**config.mk**
```make
export PLATFORM = sky130hd
export DESIGN_NAME = traffic_light_ctrl_gen
export DESIGN_NICKNAME = d
export VERILOG_FILES = /design/src/rtl/traffic_light_ctrl_gen.sv
export SDC_FILE = /design/constraint.sdc
export NUM_CORES = 1
export LEC_CHECK = 0
export ABC_AREA = 1
export CAP_MARGIN = 20
export CORE_ASPECT_RATIO = 2
export CORE_MARGIN = 2
export CORE_UTILIZATION = 28
export CTS_BUF_LIST = sky130_fd_sc_hd__clkbuf_4
export DETAILED_ROUTE_END_ITERATION = 12
export HOLD_SLACK_MARGIN = 0.02
export PLACE_DENSITY = 0.45
export SETUP_SLACK_MARGIN = 0.5
export SYNTH_ARGS = -nofsm -noshare
export SYNTH_HDL_FRONTEND = slang
export SYNTH_SLANG_ARGS = --single-unit
```
**constraint.sdc**
```tcl
create_clock -name clk -period 7.9 [get_ports clk]
set_input_delay 0.79 -clock clk [delete_from_list [all_inputs] [get_ports clk]]
set_output_delay 0.79 -clock clk [all_outputs]
set_load 0.01 [all_outputs]
```
**src/rtl/traffic_light_ctrl_gen.sv**
```systemverilog
// -----------------------------------------------------------------------------
// traffic_light_ctrl_gen
// Two-approach (A/B) traffic light controller. Each approach runs through
// steady green, green-flash, yellow and all-red clearance phases. Zero-length
// flash / all-red phases are skipped without spending a clock in them.
//
// Ports:
//   clk        system clock
//   rstn       asynchronous active-low reset
//   night_mode (only with NIGHT_MODE_EN) forces flashing-yellow night mode
//   light_a/b  lamps {red,yellow,green} per approach
//   remain_a/b seconds left in the current colour group (binary)
//   ascii_a/b  {tens,ones} ASCII digits of remain_a/b
//   phase      current FSM state code (debug)
//
// Optional feature macro: NIGHT_MODE_EN (adds night_mode input and NIGHT state).
// -----------------------------------------------------------------------------
module traffic_light_ctrl_gen #(
  parameter int CLK_CYCLE = 27000000,
  parameter int GREEN_A_S = 5,
  parameter int GREEN_B_S = 5,
  parameter int FLASH_S   = 2,
  parameter int YELLOW_S  = 2,
  parameter int ALL_RED_S = 1
) (
  input  logic        clk,
  input  logic        rstn,
`ifdef NIGHT_MODE_EN
  input  logic        night_mode,
`endif
  output logic [2:0]  light_a,
  output logic [2:0]  light_b,
  output logic [6:0]  remain_a,
  output logic [6:0]  remain_b,
  output logic [15:0] ascii_a,
  output logic [15:0] ascii_b,
  output logic [3:0]  phase
);

  localparam int            PW       = $clog2(CLK_CYCLE);
  localparam logic [PW-1:0] PRE_MAX  = PW'(CLK_CYCLE - 1);
  localparam logic [PW-1:0] PRE_HALF = PW'(CLK_CYCLE / 2);

  // Red group of one approach spans both clearances plus the other's go/yellow.
  localparam int RED_A = ALL_RED_S + GREEN_B_S + FLASH_S + YELLOW_S + ALL_RED_S;
  localparam int RED_B = ALL_RED_S + GREEN_A_S + FLASH_S + YELLOW_S + ALL_RED_S;

  typedef enum logic [3:0] {
    G_A  = 4'd0,
    F_A  = 4'd1,
    Y_A  = 4'd2,
    AR_A = 4'd3,
    G_B  = 4'd4,
    F_B  = 4'd5,
    Y_B  = 4'd6,
    AR_B = 4'd7
`ifdef NIGHT_MODE_EN
    , NIGHT = 4'd8
`endif
  } state_t;

  state_t        st, nxt;
  logic          boot;
  logic [PW-1:0] pres;
  logic [5:0]    secs;
  logic          sec_tick, half, last_sec, enter;

  logic [2:0]    light_a_p0, light_b_p0;
  logic [6:0]    remain_a_p0, remain_b_p0;
  logic [15:0]   ascii_a_p0, ascii_b_p0;

  function automatic logic [5:0] dur(input state_t s);
    case (s)
      G_A:        return 6'(GREEN_A_S);
      G_B:        return 6'(GREEN_B_S);
      F_A, F_B:   return 6'(FLASH_S);
      Y_A, Y_B:   return 6'(YELLOW_S);
      AR_A, AR_B: return 6'(ALL_RED_S);
      default:    return 6'd0;
    endcase
  endfunction

  // Successor in the normal cycle, hopping over zero-length phases.
  function automatic state_t succ(input state_t s);
    case (s)
      G_A:     return (FLASH_S != 0) ? F_A : Y_A;
      F_A:     return Y_A;
      Y_A:     return (ALL_RED_S != 0) ? AR_A : G_B;
      AR_A:    return G_B;
      G_B:     return (FLASH_S != 0) ? F_B : Y_B;
      F_B:     return Y_B;
      Y_B:     return (ALL_RED_S != 0) ? AR_B : G_A;
      default: return G_A;
    endcase
  endfunction

  // Seconds remaining in A's colour group at entry to each phase.
  function automatic logic [6:0] rem_a0(input state_t s);
    case (s)
      G_A:     return 7'(GREEN_A_S + FLASH_S);
      F_A:     return 7'(FLASH_S);
      Y_A:     return 7'(YELLOW_S);
      AR_A:    return 7'(RED_A);
      G_B:     return 7'(RED_A - ALL_RED_S);
      F_B:     return 7'(FLASH_S + YELLOW_S + ALL_RED_S);
      Y_B:     return 7'(YELLOW_S + ALL_RED_S);
      AR_B:    return 7'(ALL_RED_S);
      default: return 7'd0;
    endcase
  endfunction

  function automatic logic [6:0] rem_b0(input state_t s);
    case (s)
      G_B:     return 7'(GREEN_B_S + FLASH_S);
      F_B:     return 7'(FLASH_S);
      Y_B:     return 7'(YELLOW_S);
      AR_B:    return 7'(RED_B);
      G_A:     return 7'(RED_B - ALL_RED_S);
      F_A:     return 7'(FLASH_S + YELLOW_S + ALL_RED_S);
      Y_A:     return 7'(YELLOW_S + ALL_RED_S);
      AR_A:    return 7'(ALL_RED_S);
      default: return 7'd0;
    endcase
  endfunction

  function automatic logic [15:0] to_ascii(input logic [6:0] v);
    logic [6:0] t, o;
    t = v / 7'd10;
    o = v % 7'd10;
    return {8'h30 + {1'b0, t}, 8'h30 + {1'b0, o}};
  endfunction

  assign sec_tick = (pres == PRE_MAX);
  assign half     = (pres >= PRE_HALF);
  assign last_sec = (secs == dur(st) - 6'd1);
  assign enter    = (nxt != st);
  assign phase    = st;

  always_comb begin
    nxt = st;
    if (boot)
      nxt = G_A;
    else if (sec_tick && last_sec)
      nxt = succ(st);
`ifdef NIGHT_MODE_EN
    if (night_mode)
      nxt = NIGHT;
    else if (st == NIGHT)
      nxt = (ALL_RED_S != 0) ? AR_B : G_A;
`endif
  end

  // Timebase restarts on every phase entry so each phase is whole seconds.
  always_ff @(posedge clk or negedge rstn) begin
    if (!rstn) begin
      st   <= AR_B;
      boot <= 1'b1;
      pres <= '0;
      secs <= '0;
    end else begin
      st   <= nxt;
      boot <= 1'b0;
      if (enter) begin
        pres <= '0;
        secs <= '0;
      end else if (sec_tick) begin
        pres <= '0;
        secs <= secs + 6'd1;
      end else begin
        pres <= pres + 1'b1;
      end
    end
  end

  // Stage p0: combinational output decode from current state/timebase
  always_comb begin
    light_a_p0  = 3'b100;
    light_b_p0  = 3'b100;
    remain_a_p0 = rem_a0(st) - {1'b0, secs};
    remain_b_p0 = rem_b0(st) - {1'b0, secs};
    case (st)
      G_A:     light_a_p0 = 3'b001;
      F_A:     light_a_p0 = {2'b00, half};
      Y_A:     light_a_p0 = 3'b010;
      G_B:     light_b_p0 = 3'b001;
      F_B:     light_b_p0 = {2'b00, half};
      Y_B:     light_b_p0 = 3'b010;
`ifdef NIGHT_MODE_EN
      NIGHT: begin
        light_a_p0  = {1'b0, ~half, 1'b0};
        light_b_p0  = {1'b0, ~half, 1'b0};
        remain_a_p0 = 7'd0;
        remain_b_p0 = 7'd0;
      end
`endif
      default: ;
    endcase
    ascii_a_p0 = to_ascii(remain_a_p0);
    ascii_b_p0 = to_ascii(remain_b_p0);
`ifdef NIGHT_MODE_EN
    if (st == NIGHT) begin
      ascii_a_p0 = 16'h2D2D;
      ascii_b_p0 = 16'h2D2D;
    end
`endif
  end

  // Stage p1: registered outputs
  always_ff @(posedge clk or negedge rstn) begin
    if (!rstn) begin
      light_a  <= 3'b100;
      light_b  <= 3'b100;
      remain_a <= 7'd0;
      remain_b <= 7'd0;
      ascii_a  <= 16'h3030;
      ascii_b  <= 16'h3030;
    end else begin
      light_a  <= light_a_p0;
      light_b  <= light_b_p0;
      remain_a <= remain_a_p0;
      remain_b <= remain_b_p0;
      ascii_a  <= ascii_a_p0;
      ascii_b  <= ascii_b_p0;
    end
  end

endmodule

```
==> reports/metrics.yaml <==
clock_network:
  insertion_delay_ns: 0.43
  hold_buffers: 0
  cts_resized: 0
  cts.clk_slew.worst_paths_ns: 0.14
  clock_sinks: 78
  ctsRootBufferMaster: "clkbuf_4"
  cts_tree: "built"
  cts_made_buffers: 9
  post-cts-setup-buffers: 0
  clock_path_buffers: 2
  h-tree-depth: 3
critical_path:
  start_kind: "flip-flop"
  critPathKind: "flip-flop to flip-flop"
  crit_slowest_cell: "dfstp_2"
  crit_required_ns: 8.23
  crit_path_frequent_cell: "inv_1"
  worstPathArrival_ns: 5.43
  max_stage_delay_ns: 0.61
  cp_max_fo: 8
  reg2reg_depth: 32
  end_kind: "flip-flop"
floorplan:
  initial_core_util_pct: 28.7
  top_level_ports: 58
  row_count: 66
  core_area_um2: 16300
  die_h_um: 187
  die_area_um2: 17800
  die_x_um: 95.3
global_routing:
  grt_first_pass_wirelength_um: 18400
  grt_pass1_vias: 4032
  grt.overflow.total: 0
  grt_start_max_net_pins: 79
  antenna_found_initial: 1
  track_usage_pct: 13.3
drt:
  wirelength_um: 11000
  post_drt_wl_per_cell_um: 13.1
  vias: 3773
  drc_errors: 0
  ant_nets: 0
  drt_iter0_markers: 114
  drt-vias-per-instance: 4.51
  first_pass_iters: 4
cells_and_area:
  fin_nets: 656
  drive_gt1_share_pct: 12.3
  syn2layout_area_growth_pct: 18.7
  stdcell_count: 837
power:
  clkPwrFrac_pct: 40.8
  p_leak_nw: 2.68
  p_int_mw: 0.540
  netSwitchingPower_mw: 0.165
  comb_power_share_pct: 2.2
  ir_worst_vdd_mv: 0.0869
  p_seq_share_pct: 57.0
  power-per-cell-area_nw_per_um2: 127
  p_sw_share_pct: 23.4
timing:
  setup_tns_ns: 0
  relSlewSlack_pct: 64.4
  clock-skew-final_ns: 0.0161
  maxSlewViolCount: 0
  min_period_over_period_pct: 64.6
  setup_viol: 0
  min_period_ns: 5.11
  rsz0062_at_grt: "false"
  worst_slew_pin_slew_ns: 0.534
  timing.fmax_mhz: 196
  hold_violations: 0
worst_hold_path:
  hold_path_class: "input pin to asynchronous set/reset pin"
place:
  dp.cells: 819
  gp_congestion: 0.885
  dpl.hpwl_um: 8610
  port_buffers: 49
logic_synthesis:
  syn-instance-count: 568
  synth_top_area_cell: "dfrtp_1"
  yosys_warnings: 0
  ys_ff_latch: 78
  synth_edf_count: 0
  async_flop_share_pct: 100
  synthFlopType: "dfrtp_1"
  synth_area_leaders: "dfrtp_1, nand2_1, inv_1, ha_1, dfstp_2"
  yosysMostFrequentCell: "nand2_1"
  yosysTopAreaCellShare_pct: 36.4
  yosysSeqAreaShare_pct: 42.1
  synth.distinct_cells: 42
  synth_common_cells: "nand2_1, inv_1, dfrtp_1"
  syn-cell-area_um2: 4670
  synth.avg_cell_area_um2: 8.22
flow_run:
  cap_violations: 0
outcome:
  outcome: "completed"
## layout make-up
cell class / count / area [µm²]
diodes: 1 / 2.50
repair buffers: 50 / 508
well taps: 204 / 255
clock inverters: 6 / 93.8
flip-flops and latches: 78 / 1960
multi-input cells: 389 / 2270
inverters: 99 / 377
clock buffers: 10 / 75.1
fillers: 1704 / 10700
## sequential cells by signal (all words and copies together), names as in the netlist
register / cells
ascii_a: 12
phase: 4
boot: 1
pres: 25
remain_b: 6
light_a: 3
remain_a: 6
light_b: 3
secs: 6
ascii_b: 12
## power by group through the flow
stage               Clock (mW)  Combinational, mW  Sequential (mW)
floorplan                    0            0.00558            0.411
global placement             0             0.0149            0.410
detailed placement           0             0.0149            0.410
CTS                      0.303             0.0149            0.403
global route             0.319             0.0181            0.403
finish                   0.288             0.0154            0.402
## worst max-delay path: cells and delay by family, from the launching register on
family | cells | cell delay (ns)
XOR/XNOR | 1 | 0.17
AO/OA/AOI/OAI | 1 | 0.24
buffers and inverters | 6 | 0.52
AND/OR/NAND/NOR | 18 | 1.96
flip-flops | 1 | 0.61
adder cells (fa/ha/maj) | 6 | 1.48
## kinds of logic (layout without fill, tap and decap cells)
kind of cell,count (synthesis),count (layout),synth area share [%]
XOR/XNOR,26,26,5.20
buffers and inverters,112,165,10.3
adder cells (fa/ha/maj),27,27,7.56
other,2,14,0.161
flip-flops,78,78,42.1
AND/OR/NAND/NOR,275,275,28.5
AO/OA/AOI/OAI,48,48,6.24
## stage by stage
| step | total power [mW] | hold WS, ns | area [µm²] | utilization (%) | setup WS [ns] |
|---|---|---|---|---|---|
| CTS | 0.720 | 0.503 | 5520 | 33.9 | 2.79 |
| global placement | 0.425 | 0.474 | 5350 | 32.9 | 2.99 |
| finish | 0.706 | 0.310 | 5540 | 34.1 | 2.79 |
| detailed placement | 0.425 | 0.482 | 5350 | 32.9 | 2.82 |
| floorplan | 0.416 | 0.450 | 4710 | - | 3.24 |
| global route | 0.740 | 0.315 | 5540 | 34.1 | 2.26 |
## worst paths after layout
check,start,to,slack (ns)
max,phase[0],ascii_a[6],2.79
min,rstn,ascii_b[0],0.31
max reg2reg,phase[0],ascii_a[6],2.79
min reg2reg,pres[0],pres[0],0.50
max in group asynchronous,rstn,phase[0],6.92
min in group clk,pres[0],pres[0],0.50
## cells in the final DEF (no fill, tap or decap), types with 12 or more instances in the layout
cell type and n:
a21oi_1 17, clkdlybuf4s50_1 48, conb_1 13, dfrtp_1 68, ha_1 25, inv_1 91
nand2_1 106, nand2_2 12, nand3_1 39, nand4_1 16, nor2_1 59, o21ai_0 13
xor2_1 19
## metal layers
layer  vias to the layer above  routed length, µm  track usage (%)
li1                       1896                  -                -
met1                      1779               3770             12.1
met2                        71               6440             26.5
met3                        27                308             2.06
met4                         0                438             6.74
met5                         -                  0                0
Power figures use the tool's default switching activity.
